<file path="config.mk">
export PLATFORM = sky130hd
export DESIGN_NAME = spatz_vrf_write_arbiter
export DESIGN_NICKNAME = d
export VERILOG_FILES = /design/src/rtl/spatz_vrf_write_arbiter.sv
export SDC_FILE = /design/constraint.sdc
export NUM_CORES = 1
export LEC_CHECK = 0
export ABC_CLOCK_PERIOD_IN_PS = 4450
export CAP_MARGIN = 20
export CORE_AREA = 2 2 239 241
export CTS_CLUSTER_DIAMETER = 50
export DETAILED_ROUTE_END_ITERATION = 8
export DIE_AREA = 0 0 241 243
export HOLD_SLACK_MARGIN = 0.12
export PLACE_DENSITY = 0.74
export SYNTH_ARGS = -nofsm -noshare
export SYNTH_HDL_FRONTEND = slang
export SYNTH_SLANG_ARGS = --single-unit
</file>
<file path="constraint.sdc">
create_clock -name clk_i -period 4.45 [get_ports clk_i]
set_input_delay 0.445 -clock clk_i [delete_from_list [all_inputs] [get_ports clk_i]]
set_output_delay 0.445 -clock clk_i [all_outputs]
set_load 0.005 [all_outputs]
</file>
<file path="src/rtl/spatz_vrf_write_arbiter.sv">
// rtl/spatz_vrf_write_arbiter.sv - one-slot-per-client arbiter onto a single VRF write port
module spatz_vrf_write_arbiter #(
    parameter int NrClients = 3,
    parameter int AddrWidth = 7,
    parameter int DataWidth = 128
) (
    input  logic                            clk_i,
    input  logic                            rst_i,
    input  logic                            prio_mode_i,
    input  logic [NrClients-1:0]            client_valid_i,
    output logic [NrClients-1:0]            client_ready_o,
    input  logic [NrClients*AddrWidth-1:0]  client_waddr_i,
    input  logic [NrClients*DataWidth-1:0]  client_wdata_i,
    input  logic [NrClients*DataWidth/8-1:0] client_wbe_i,
    output logic [NrClients-1:0]            client_done_o,
    output logic                            vrf_we_o,
    output logic [AddrWidth-1:0]            vrf_waddr_o,
    output logic [DataWidth-1:0]            vrf_wdata_o,
    output logic [DataWidth/8-1:0]          vrf_wbe_o,
    input  logic                            vrf_wvalid_i
);

    localparam int BeWidth = DataWidth / 8;
    localparam int IdxW    = $clog2(NrClients);

    logic [NrClients-1:0] r_full;
    logic [NrClients-1:0] r_done;
    logic [AddrWidth-1:0] r_addr [NrClients];
    logic [DataWidth-1:0] r_data [NrClients];
    logic [BeWidth-1:0]   r_be   [NrClients];
    logic [IdxW-1:0]      r_rr;
    logic [IdxW-1:0]      r_lock_idx;
    logic                 r_locked;
    logic                 r_lock_mode;

    logic                 w_any;
    logic                 w_commit;
    logic                 w_mode;
    logic [IdxW-1:0]      w_grant;
    logic [IdxW-1:0]      w_pick_fix;
    logic [IdxW-1:0]      w_pick_rr;
    logic [IdxW-1:0]      w_rr_next;
    logic [NrClients-1:0] w_accept;

    // First full slot at or after ptr, wrapping around the client ring.
    function automatic logic [IdxW-1:0] f_rr_pick(input logic [NrClients-1:0] full,
                                                  input logic [IdxW-1:0]      ptr);
        logic [IdxW-1:0] pick;
        logic [IdxW-1:0] cand;
        logic            found;
        pick  = '0;
        found = 1'b0;
        for (int i = 0; i < NrClients; i++) begin
            cand = IdxW'((int'(ptr) + i) % NrClients);
            if (!found && full[cand]) begin
                found = 1'b1;
                pick  = cand;
            end
        end
        return pick;
    endfunction

    always_comb begin
        w_pick_fix = '0;
        for (int k = NrClients - 1; k >= 0; k--) begin
            if (r_full[k]) w_pick_fix = IdxW'(k);
        end
    end

    assign w_pick_rr = f_rr_pick(r_full, r_rr);

    // A locked grant keeps the mode it was arbitrated under, so a mode flip waits for commit.
    assign w_mode    = r_locked ? r_lock_mode : prio_mode_i;
    assign w_grant   = r_locked ? r_lock_idx : (w_mode ? w_pick_fix : w_pick_rr);
    assign w_any     = (|r_full) && !rst_i;
    assign w_commit  = w_any && vrf_wvalid_i;
    assign w_rr_next = (w_grant == IdxW'(NrClients - 1)) ? '0 : w_grant + 1'b1;

    assign client_ready_o = ~r_full & {NrClients{~rst_i}};
    assign client_done_o  = r_done & {NrClients{~rst_i}};
    assign w_accept       = client_valid_i & client_ready_o;

    assign vrf_we_o    = w_any;
    assign vrf_waddr_o = w_any ? r_addr[w_grant] : '0;
    assign vrf_wdata_o = w_any ? r_data[w_grant] : '0;
    assign vrf_wbe_o   = w_any ? r_be[w_grant]   : '0;

    always_ff @(posedge clk_i) begin
        if (rst_i) begin
            r_full      <= '0;
            r_done      <= '0;
            r_rr        <= '0;
            r_locked    <= 1'b0;
            r_lock_idx  <= '0;
            r_lock_mode <= 1'b0;
        end else begin
            r_done <= '0;
            if (w_commit) begin
                r_full[w_grant] <= 1'b0;
                r_done[w_grant] <= 1'b1;
                r_locked        <= 1'b0;
                if (!w_mode) r_rr <= w_rr_next;
            end else if (w_any) begin
                r_locked    <= 1'b1;
                r_lock_idx  <= w_grant;
                r_lock_mode <= w_mode;
            end
            // Accepting slots are empty, so this never collides with the commit clear above.
            for (int k = 0; k < NrClients; k++) begin
                if (w_accept[k]) r_full[k] <= 1'b1;
            end
        end
    end

    always_ff @(posedge clk_i) begin
        for (int k = 0; k < NrClients; k++) begin
            if (w_accept[k]) begin
                r_addr[k] <= client_waddr_i[k*AddrWidth +: AddrWidth];
                r_data[k] <= client_wdata_i[k*DataWidth +: DataWidth];
                r_be[k]   <= client_wbe_i[k*BeWidth +: BeWidth];
            end
        end
    end

endmodule

</file>
==> results.yml <==
cts:
  maximum_clock_insertion_buffer_count: 3
  clkSinkCount: 465
  root_buffer: "sky130_fd_sc_hd__clkbuf_16"
  insertion_delay_ps: 590
  cts_made_buffers: 53
  path_clk_slew_ps: 60
  h-tree-depth: 2
  cts_tree: "done"
critical_path:
  timing.critical_path.slowest_stage_cell: "sky130_fd_sc_hd__clkdlybuf4s50_1"
  cp_num_buf_inv: 4
  worst-setup-path-type: "flop to output port"
  setup.worst_path.start_class: "flop"
  critical_path_peak_fanout: 56
  timing.critical_path.arrival_ps: 3820
  worst_path_largest_cell_delay_ps: 600
  timing.critical_path.to_type: "output port"
  path_common_cell: "sky130_fd_sc_hd__nor3_1"
  crit_chain: "inv_1 -> ha_1 -> nand2_1 -> a211o_1 -> a2bb2oi_2 -> o21ai_4 -> buf_12 -> buf_4 -> nor3_1 -> nor3_1 -> clkdlybuf4s50_1"
  crit_family: "buffers and inverters"
  cp.required_ps: 4010
cells_and_area:
  flow.area_growth_from_synthesis_pct: 51.18
  multi_input_area_mm2: 0.003666
  mostFrequentLayoutCells: "sky130_fd_sc_hd__clkdlybuf4s50_1 (617), sky130_fd_sc_hd__edfxtp_1 (453), sky130_fd_sc_hd__nor3_1 (432)"
  nets: 2335
  final_common_cell: "sky130_fd_sc_hd__clkdlybuf4s50_1"
  seq_area_mm2: 0.01384
  final_util_pct: 48.64
  drive_above_1_share_pct: 9.295
  num-fill-cells: 4802
  layout.cells.non_filler: 2672
  final_design_area_no_fill_mm2: 0.02721
detailed_routing:
  vias: 13390
  drt_antenna_net_count: 0
  routed_wire_length_per_instance_um: 22.32
  route.detailed.vias_per_inst: 5.011
  drc: 0
  detail_route.wirelength_mm: 59.65
  drt-pass1-iter-count: 5
  detail_route.iter0.violations: 739
synthesis:
  mappedNetlistNets: 1715
  yosysSeqAreaShare_pct: 76.91
  post_synth.cell_area_avg_um2: 14.39
  post_synth_instance_area_mm2: 0.01800
  yosys_warnings: 0
  synth.lib_cells_used.distinct: 36
  synth.ff_latch_count: 465
  synthesis.instances: 1251
floorplanning:
  die_w_um: 241
  floorplan.initialDensity_pct: 32.17
  die_area_mm2: 0.05856
  die_h_um: 243
  io_pins: 618
  core_area_mm2: 0.05595
  placementRows: 87
timing:
  hold-worst-slack_ps: 403.9
  setup-violations-final: 0
  worst_slew_pin_slew_ps: 798.8
  final_number_of_max_transition_violations: 0
  fmax_ghz: 0.2346
  timing.final.crit_share_pct: 95.79
  max_slew_margin_pct: 46.74
  timing.final.crit_period_ps: 4263
  grt_setup_unrepaired: "no"
  final_hold_viol_count: 0
  final_critical_path_setup_slack_ps: 187.4
  fin_setup_tns_ps: 0
  clock-skew-final_ps: 15.39
pwr:
  p_leak_nw: 8.960
  max_vdd_drop_mv: 0.3050
  power-per-cell-area_mw_per_mm2: 419.2
  power.total_mw: 11.41
run:
  cap_viol_max_count: 0
global_routing:
  first_pass_grt_wire_length_mm: 85.39
  grt_pass1_vias: 13860
  global_route.overflow_total: 0
  grt_antenna_before_repair: 4
  grt_usage_pct: 19.53
  grt_max_degree: 74
place:
  dpl-instance-area_mm2: 0.02531
  preCtsSetupSlack_ps: 536.5
  io_buffer_count: 617
  numPlacedInstances: 2571
  gpl.final_weighted_congestion: 0.8621
  dp_hpwl_mm: 41.04
status:
  status: "completed"
min_path:
  worst_hold_path_type: "input port to flop"
[registers in the layout, indices dropped and copies added, names as in the netlist]
register	cells
r_be	48
r_rr	2
r_full	3
r_data	384
r_lock_idx	2
r_locked	1
r_lock_mode	1
r_addr	21
r_done	3
[report_power, final]
part	internal (mW)	switching (mW)	leakage, nW
clock	2.83	1.80	0.917
combinational	0.879	0.821	3.75
sequential	5.02	0.0606	4.29
total	8.72	2.69	8.96
[synthesized netlist by cell type]
master,count,share of area [%]
sky130_fd_sc_hd__mux2i_1,2,0.11
sky130_fd_sc_hd__buf_6,1,0.063
sky130_fd_sc_hd__a211o_1,1,0.049
sky130_fd_sc_hd__nor3_1,433,12
sky130_fd_sc_hd__o21a_1,1,0.042
sky130_fd_sc_hd__nand3_1,2,0.056
sky130_fd_sc_hd__buf_2,49,1.4
sky130_fd_sc_hd__a211oi_1,5,0.21
sky130_fd_sc_hd__nor2b_1,6,0.21
sky130_fd_sc_hd__a2bb2oi_2,1,0.083
sky130_fd_sc_hd__inv_2,2,0.042
sky130_fd_sc_hd__clkinv_1,1,0.021
sky130_fd_sc_hd__o21ai_4,1,0.090
sky130_fd_sc_hd__nand2b_1,4,0.14
sky130_fd_sc_hd__buf_4,13,0.54
sky130_fd_sc_hd__a311oi_1,2,0.097
sky130_fd_sc_hd__edfxtp_1,453,76
sky130_fd_sc_hd__o31ai_1,2,0.083
sky130_fd_sc_hd__ha_1,4,0.28
sky130_fd_sc_hd__o21ai_1,7,0.19
sky130_fd_sc_hd__buf_1,5,0.10
sky130_fd_sc_hd__nand4b_1,1,0.049
sky130_fd_sc_hd__o21ai_0,146,4.1
sky130_fd_sc_hd__inv_1,2,0.042
sky130_fd_sc_hd__nor4_1,2,0.070
sky130_fd_sc_hd__dfxtp_1,12,1.3
sky130_fd_sc_hd__nand2_1,8,0.17
sky130_fd_sc_hd__and2_1,3,0.10
sky130_fd_sc_hd__clkbuf_1,37,0.77
sky130_fd_sc_hd__a311o_1,1,0.056
sky130_fd_sc_hd__a21oi_1,3,0.083
sky130_fd_sc_hd__nor2_1,12,0.25
sky130_fd_sc_hd__a211o_2,1,0.056
sky130_fd_sc_hd__o32ai_2,1,0.090
sky130_fd_sc_hd__nor3_2,26,1.4
sky130_fd_sc_hd__or2_2,1,0.035
[kinds of logic (layout without fill, tap and decap cells)]
logic type                 Yosys count  in the layout  share of synthesized area (%)
other                                0              1                              0
and+or+nand+nor                    498            498                          14.56
adders and majority gates            4              4                         0.2781
buffers and inverters              110            774                          2.947
DFF                                465            465                          76.91
AOI/OAI and AO/OA                  172            172                          5.193
muxes                                2              2                         0.1112
[cell type report]
cell class                      instances  area share, %
Inverter                                5        0.07816
Clock buffer                           67          5.412
Antenna cell                            1       0.009196
Tap cell                              756          3.476
Multi-Input combinational cell        676          13.47
Sequential cell                       465          50.87
Clock inverter                         32          1.485
Timing Repair Buffer                  670          25.20
[repair_timing]
action	CTS	global route
hold buffers	0	0
endpoints found under the setup margin	0	21
gates resized for setup	0	3
buffers inserted	0	1
[per-layer routing]
metal,global-route usage (%),vias to the layer above,wire length (um)
li1,-,6084,-
met1,22.50,6495,21920
met2,33.45,681,29510
met3,5.902,124,5840
met4,8.351,6,2331
met5,0,-,41
[worst paths after layout]
| check | start | end | slack (ps) | cells after the start |
|---|---|---|---|---|
| worst max-delay path | r_rr[0] | vrf_wdata_o[60] | 190 | 11 |
| worst min-delay path | client_wbe_i[4] | r_be[0][4] | 400 | 1 |
| worst max register to register | r_rr[0] | r_full[2] | 1760 | 9 |
| worst min register to register | r_lock_idx[1] | r_lock_idx[1] | 500 | 2 |
Power figures use the tool's default switching activity.
